--- src/rtl/shift_pkg.sv ---
// Shared constants and elaboration-time helpers for the pipelined shift unit.
package shift_pkg;

  localparam logic [1:0] MODE_SHL = 2'b00;
  localparam logic [1:0] MODE_SHR = 2'b01;
  localparam logic [1:0] MODE_SRA = 2'b10;
  localparam logic [1:0] MODE_ROR = 2'b11;

  // Smallest r with 2**r >= n.
  function automatic int log2_ceil(input int n);
    int r;
    r = 0;
    while ((1 << r) < n) r++;
    return r;
  endfunction

  // First mux level owned by stage s; stage s covers [lo(s), lo(s+1)).
  function automatic int stage_level_lo(input int s, input int log2n, input int stages);
    return (s * log2n) / stages;
  endfunction

endpackage

--- src/rtl/shift_unit_pipe_if.sv ---
// Token interface of the shift operator node: two operand channels in, one result out.
interface shift_unit_pipe_if #(
  parameter int N = 16
);
  logic         R_IN1;
  logic [N-1:0] D_IN1;
  logic         R_IN2;
  logic [N-1:0] D_IN2;
  logic [1:0]   MODE;
  logic         R_OUT;
  logic [N-1:0] D_OUT;
  logic         OVR_OUT;

  modport master (
    output R_IN1, D_IN1, R_IN2, D_IN2, MODE,
    input  R_OUT, D_OUT, OVR_OUT
  );

  modport slave (
    input  R_IN1, D_IN1, R_IN2, D_IN2, MODE,
    output R_OUT, D_OUT, OVR_OUT
  );
endinterface

--- src/rtl/shift_stage.sv ---
// One pipeline stage: a slice of the log-shifter mux levels followed by the payload register.
// SHL travels bit-reversed through the right-shift datapath; the first stage reverses on
// entry and the last stage reverses back and applies the out-of-range result.
module shift_stage
  import shift_pkg::*;
#(
  parameter int N     = 16,
  parameter int LOG2N = 4,
  parameter int FIRST = 0,
  parameter int COUNT = 1,
  parameter bit LAST  = 1'b0
) (
  input  logic             CLK,
  input  logic             RST,
  input  logic             EN,
  input  logic             valid_i,
  input  logic [N-1:0]     data_i,
  input  logic [LOG2N-1:0] amt_i,
  input  logic [1:0]       mode_i,
  input  logic             fill_i,
  input  logic             big_i,
  output logic             valid_o,
  output logic [N-1:0]     data_o,
  output logic [LOG2N-1:0] amt_o,
  output logic [1:0]       mode_o,
  output logic             fill_o,
  output logic             big_o
);

  logic [N-1:0]     data_d;
  logic             valid_q;
  logic [N-1:0]     data_q;
  logic [LOG2N-1:0] amt_q;
  logic [1:0]       mode_q;
  logic             fill_q;
  logic             big_q;

  function automatic logic [N-1:0] shr_fill(input logic [N-1:0] v, input int k, input logic f);
    logic [N-1:0] fmask;
    fmask = ~({N{1'b1}} >> k);
    return (v >> k) | (f ? fmask : '0);
  endfunction

  function automatic logic [N-1:0] rot_r(input logic [N-1:0] v, input int k);
    return (v >> k) | (v << (N - k));
  endfunction

  function automatic logic [N-1:0] bit_rev(input logic [N-1:0] v);
    logic [N-1:0] r;
    for (int b = 0; b < N; b++) r[b] = v[N-1-b];
    return r;
  endfunction

  // Apply this stage's mux levels, plus entry/exit fix-ups at the pipe ends.
  always_comb begin
    data_d = data_i;
    if (FIRST == 0 && mode_i == MODE_SHL) data_d = bit_rev(data_i);
    for (int i = FIRST; i < FIRST + COUNT; i++) begin
      if (amt_i[i]) begin
        if (mode_i == MODE_ROR) data_d = rot_r(data_d, 1 << i);
        else                    data_d = shr_fill(data_d, 1 << i, fill_i);
      end
    end
    if (LAST) begin
      if (big_i)                     data_d = {N{fill_i}};
      else if (mode_i == MODE_SHL)   data_d = bit_rev(data_d);
    end
  end

  // Payload register: frozen by EN, only overwritten by valid tokens so the output holds on bubbles.
  always_ff @(posedge CLK or negedge RST) begin
    if (!RST) begin
      valid_q <= 1'b0;
      data_q  <= '0;
      amt_q   <= '0;
      mode_q  <= MODE_SHL;
      fill_q  <= 1'b0;
      big_q   <= 1'b0;
    end else if (EN) begin
      valid_q <= valid_i;
      if (valid_i) begin
        data_q <= data_d;
        amt_q  <= amt_i;
        mode_q <= mode_i;
        fill_q <= fill_i;
        big_q  <= big_i;
      end
    end
  end

  assign valid_o = valid_q;
  assign data_o  = data_q;
  assign amt_o   = amt_q;
  assign mode_o  = mode_q;
  assign fill_o  = fill_q;
  assign big_o   = big_q;

endmodule

--- src/rtl/shift_unit_pipe.sv ---
// Pipelined four-mode shifter (SHL/SHR/SRA/ROR) with STAGES register stages.
// Overflow and fill decisions are taken at entry and carried with the token.
module shift_unit_pipe
  import shift_pkg::*;
#(
  parameter int N      = 16,
  parameter int STAGES = 2
) (
  input  logic              CLK,
  input  logic              RST,
  input  logic              EN,
  shift_unit_pipe_if.slave  bus
);

  localparam int LOG2N = log2_ceil(N);

  logic             valid_s [0:STAGES];
  logic [N-1:0]     data_s  [0:STAGES];
  logic [LOG2N-1:0] amt_s   [0:STAGES];
  logic [1:0]       mode_s  [0:STAGES];
  logic             fill_s  [0:STAGES];
  logic             big_s   [0:STAGES];
  logic             unused_tail;

  assign valid_s[0] = bus.R_IN1 & bus.R_IN2;
  assign data_s[0]  = bus.D_IN1;
  assign amt_s[0]   = bus.D_IN2[LOG2N-1:0];
  assign mode_s[0]  = bus.MODE;
  assign fill_s[0]  = (bus.MODE == MODE_SRA) & bus.D_IN1[N-1];
  assign big_s[0]   = (bus.MODE != MODE_ROR) & (|bus.D_IN2[N-1:LOG2N]);

  for (genvar s = 0; s < STAGES; s++) begin : g_stage
    localparam int LO = stage_level_lo(s, LOG2N, STAGES);
    localparam int HI = stage_level_lo(s + 1, LOG2N, STAGES);
    shift_stage #(
      .N(N), .LOG2N(LOG2N), .FIRST(LO), .COUNT(HI - LO), .LAST(s == STAGES - 1)
    ) u_stage (
      .CLK(CLK), .RST(RST), .EN(EN),
      .valid_i(valid_s[s]), .data_i(data_s[s]), .amt_i(amt_s[s]),
      .mode_i(mode_s[s]), .fill_i(fill_s[s]), .big_i(big_s[s]),
      .valid_o(valid_s[s+1]), .data_o(data_s[s+1]), .amt_o(amt_s[s+1]),
      .mode_o(mode_s[s+1]), .fill_o(fill_s[s+1]), .big_o(big_s[s+1])
    );
  end

  assign bus.R_OUT   = valid_s[STAGES];
  assign bus.D_OUT   = data_s[STAGES];
  assign bus.OVR_OUT = big_s[STAGES];

  // The last stage's routing fields have no consumer beyond the pipe.
  assign unused_tail = ^{amt_s[STAGES], mode_s[STAGES], fill_s[STAGES]};

endmodule

--- src/flat_wrapper.sv ---
// flat-port wrapper written by rule: the top's interface ports become plain ports
module shift_unit_pipe_flat import shift_pkg::*;
#(
  parameter int N      = 16,
  parameter int STAGES = 2
)
  (CLK, RST, EN, bus_R_IN1, bus_D_IN1, bus_R_IN2, bus_D_IN2, bus_MODE, bus_R_OUT, bus_D_OUT, bus_OVR_OUT);
  shift_unit_pipe_if #(.N(N)) bus_i ();
  input  logic CLK;
  input  logic RST;
  input  logic EN;
  input wire logic [$bits(bus_i.R_IN1)-1:0] bus_R_IN1;
  input wire logic [$bits(bus_i.D_IN1)-1:0] bus_D_IN1;
  input wire logic [$bits(bus_i.R_IN2)-1:0] bus_R_IN2;
  input wire logic [$bits(bus_i.D_IN2)-1:0] bus_D_IN2;
  input wire logic [$bits(bus_i.MODE)-1:0] bus_MODE;
  output wire logic [$bits(bus_i.R_OUT)-1:0] bus_R_OUT;
  output wire logic [$bits(bus_i.D_OUT)-1:0] bus_D_OUT;
  output wire logic [$bits(bus_i.OVR_OUT)-1:0] bus_OVR_OUT;
  assign bus_i.R_IN1 = bus_R_IN1;
  assign bus_i.D_IN1 = bus_D_IN1;
  assign bus_i.R_IN2 = bus_R_IN2;
  assign bus_i.D_IN2 = bus_D_IN2;
  assign bus_i.MODE = bus_MODE;
  assign bus_R_OUT = bus_i.R_OUT;
  assign bus_D_OUT = bus_i.D_OUT;
  assign bus_OVR_OUT = bus_i.OVR_OUT;
  shift_unit_pipe #(.N(N), .STAGES(STAGES)) u_core (.CLK(CLK), .RST(RST), .EN(EN), .bus(bus_i));
endmodule
--- config.mk ---
export PLATFORM = sky130hd
export DESIGN_NAME = shift_unit_pipe_flat
export DESIGN_NICKNAME = d
export VERILOG_FILES = /design/src/rtl/shift_pkg.sv /design/src/rtl/shift_unit_pipe_if.sv /design/src/rtl/shift_stage.sv /design/src/rtl/shift_unit_pipe.sv /design/src/flat_wrapper.sv
export SDC_FILE = /design/constraint.sdc
export NUM_CORES = 1
export LEC_CHECK = 0
export ABC_AREA = 1
export CORE_ASPECT_RATIO = 0.75
export CORE_MARGIN = 3
export CORE_UTILIZATION = 48
export DETAILED_ROUTE_END_ITERATION = 7
export GPL_TIMING_DRIVEN = 0
export HOLD_SLACK_MARGIN = 0.06
export PLACE_DENSITY_LB_ADDON = 0.08
export SLEW_MARGIN = 20
export SYNTH_ARGS = -nofsm -noshare
export SYNTH_HDL_FRONTEND = slang
export SYNTH_SLANG_ARGS = --single-unit
--- constraint.sdc ---
create_clock -name CLK -period 1.4 [get_ports CLK]
set_clock_uncertainty 0.15 [all_clocks]
set_input_delay 0.21 -clock CLK [delete_from_list [all_inputs] [get_ports CLK]]
set_output_delay 0.21 -clock CLK [all_outputs]
set_load 0.01 [all_outputs]
==> flow_metrics.env, run 1 <==
export IMPL_clk_path_buf_depth=2
export IMPL_p_per_area_nw_per_um2=1230
export IMPL_ctsRootBufferMaster="clkbuf_8"
export IMPL_cp_max_fo=5
export IMPL_yosys_area_top_type_share_pct=34.1
export IMPL_dpl_worst_slack_ns=-0.669
export IMPL_ys_ff_latch=41
export IMPL_power_frac_comb_pct=50.1
export IMPL_synth_area_top_cells="dfrtp_1, nand2_1, nand3_1"
export IMPL_cts_buffers=5
export IMPL_start_kind="flip-flop"
export IMPL_cp_end_kind="flip-flop"
export IMPL_leakagePower_uw=0.00216
export IMPL_final_common_cell="nand2_1"
export IMPL_areaGrowthSynthToFinish_pct=45.7
export IMPL_die_y_um=74.5
export IMPL_synthDistinctLibCells=25
export IMPL_vdd_drop_max_mv=0.835
export IMPL_violations="negative setup slack"
export IMPL_dp_hpwl_um=6460
export IMPL_startpoint="u_core.g_stage[0].u_stage.amt_o[2]"
export IMPL_cts_sinks=41
export IMPL_hp_start="bus_MODE[1]"
export IMPL_p_switching_uw=2100
export IMPL_synth_simple_area_share_pct=38.4
export IMPL_clkPwrFrac_pct=18.7
export IMPL_status="finished with violations"
export IMPL_io_pins=57
export IMPL_rsz0062_at_grt="true"
export IMPL_syn_nets=499
export IMPL_tightest_slew_ns=0.461
export IMPL_wire_per_inst_um=15.2
export IMPL_slew_viol_final=0
export IMPL_placedCellCount=594
export IMPL_finalCriticalPeriod_ns=1.57
export IMPL_fin_crit_sh_pct=112
export IMPL_grt_pass1_vias=3095
export IMPL_syn_inst=460
export IMPL_grt_antenna_before_repair=0
export IMPL_grt_pass1_wl_um=14500
export IMPL_path_class="flip-flop to flip-flop"
export IMPL_syn_area_sq_um=3010
export IMPL_die_area_sq_um=7260
export IMPL_final_cell_mix="nand2_1, dfrtp_1, nand2_2, clkdlybuf4s50_1, buf_4"
export IMPL_clk_latency_ns=0.30
export IMPL_first_iter_violations=362
export IMPL_required_ns=1.47
export IMPL_fin_ws_ns=-0.167
export IMPL_pwr_share_seq_pct=31.2
export IMPL_core_sq_um=5950
export IMPL_htreeDepth=2
export IMPL_synth_xor_area_share_pct=0
export IMPL_tritoncts="done"
export IMPL_total_power_uw=5380
export IMPL_grt_max_degree=26
export IMPL_diodes=0
export IMPL_synth_compound_area_share_pct=11.3
export IMPL_synth_top_family_by_area="simple AND/OR/NAND/NOR gates"
export IMPL_r2r_start="u_core.g_stage[0].u_stage.amt_o[2]"
export IMPL_synth_mux_area_share_pct=3.66
export IMPL_viasPerCell=5.48
export IMPL_final_cells=624
export IMPL_nNetsFinal=584
export IMPL_setup_violations_final=16
export IMPL_synth_top_area_cell="dfrtp_1"
export IMPL_avgSynthCellArea_sq_um=6.54
export IMPL_drv_cap=0
export IMPL_vias=3419
export IMPL_fmax_mhz=638
export IMPL_finalHoldViolations=0
export IMPL_die_w_um=97.4
export IMPL_arrival_ns=1.64
export IMPL_dr_pass1_iters=5
export IMPL_yosys_warnings=0
export IMPL_p_sw_share_pct=39.0
export IMPL_hp_class="input pin to flip-flop"
export IMPL_overflow=0
export IMPL_clk_pin_slew_ns=0.08
export IMPL_drive_gt1_share_pct=36.3
export IMPL_port_buffers=55
export IMPL_ant_nets=0
export IMPL_max_slew_margin_pct=69.3
export IMPL_grt_usage_pct=24.6
export IMPL_num_rows=24
export IMPL_wl_um=9470
export IMPL_initial_utilization_pct=50.6
export IMPL_synthAdderAreaFrac_pct=0
export IMPL_drc=0
export IMPL_ys_seq_area_share_pct=34.1
export IMPL_gp_congestion=0.924
export IMPL_p_int_uw=3280
state kept, by name, indices dropped and copies added, names as in the netlist:
register / flops
u_core.g_stage.u_stage.valid_o: 2
u_core.g_stage.u_stage.big_o: 2
u_core.g_stage.u_stage.amt_o: 2
u_core.g_stage.u_stage.fill_o: 1
u_core.g_stage.u_stage.mode_o: 2
u_core.g_stage.u_stage.data_o: 32
worst paths after layout:
kind / slack (ns) / end / cells after the start
worst max-delay path: -0.17 / u_core.g_stage[1].u_stage.data_o[9] / 10
max in group asynchronous: 0.36 / u_core.g_stage[0].u_stage.amt_o[2] / 3
min in group asynchronous: 0.24 / u_core.g_stage[1].u_stage.valid_o / 2
worst min register to register: 0.34 / u_core.g_stage[1].u_stage.big_o / 2
worst min-delay path: 0.10 / u_core.g_stage[0].u_stage.mode_o[1] / 3
worst max register to register: -0.17 / u_core.g_stage[1].u_stage.data_o[9] / 10
layout make-up:
cell class | count | area, sq um
plain buffers | 39 | 327
clock buffers | 7 | 86.3
clock inverters | 1 | 30.0
fillers | 473 | 1560
inverters | 27 | 116
multi-input cells | 352 | 1980
flip-flops and latches | 41 | 1030
well taps | 78 | 97.6
repair buffers | 79 | 711
power groups by stage:
stage | Clock, uW | Combinational [uW] | Sequential [uW]
after CTS | 1010 | 2400 | 1670
after global routing | 1070 | 2910 | 1710
after detailed placement | 0 | 2110 | 1660
final | 1000 | 2700 | 1680
after global placement | 0 | 2070 | 1650
after floorplan | 0 | 1380 | 1610
worst max-delay path, stage by stage, from the launching register on:
cell and delay [ns]:
dfrtp_2 0.47, inv_4 0.10, buf_6 0.14, nand2_2 0.06, nand2_2 0.07, nand2_1 0.06
nand2_1 0.07, nand2_2 0.07, nand2_1 0.07, nand3_1 0.10, a21oi_2 0.14
repair_timing:
| item | in CTS | in global routing |
|---|---|---|
| cloned | 3 | 2 |
| gates resized for setup | 125 | 83 |
| setup endpoints to repair | 50 | 51 |
| hold buffers | 1 | 0 |
| pin swaps | 20 | 23 |
| hold endpoints to repair | 26 | 0 |
| buffers inserted | 7 | 10 |
cell usage after synthesis:
master    instances
nor2_1           18
nor2_2            1
o21ai_0          22
o21ai_2           4
inv_2             2
dfrtp_1          41
clkinv_1          2
clkbuf_8          1
buf_2            12
clkbuf_1          4
nand2_1         190
nor4_1            3
inv_1            23
o211ai_1          1
a21oi_1          26
a31oi_1           1
nand2_2           2
or2_2             4
mux2i_1          11
buf_4            19
o21ai_1          10
nand3_1          57
nor3_1            1
nor2_8            1
buf_6             4
cells by family (layout without fill, tap and decap cells):
family | after synthesis | after routing
and+or+nand+nor | 277 | 277
DFF | 41 | 41
muxes | 11 | 11
buffers and inverters | 67 | 153
AOI/OAI and AO/OA | 64 | 64
metal layers:
metal	vias up	GRT usage (%)	wire (um)
met5	-	0	0
li1	1647	-	-
met2	160	37.7	4130
met3	9	4.12	756
met1	1603	37.3	4510
met4	0	4.45	70
per-stage QoR:
step	hold slack (ns)	util, %	TNS (ns)	instance area, sq um
2_1_floorplan	-0.236	-	0	3010
3_3_place_gp	0.315	61.6	-59.39	3660
3_5_place_dp	0.0317	61.9	-17.39	3680
4_1_cts	0.164	69.7	-0.995	4140
5_1_grt	0.118	73.7	-2.73	4380
6_report	0.104	73.7	-1.69	4380
Power figures use the tool's default switching activity.
==> run 2, diff against run 1 <==
- CAP_MARGIN: unset -> 30
==> results of run 2 <==
The final DEF is identical to that of run 1; final timing and power are the same.
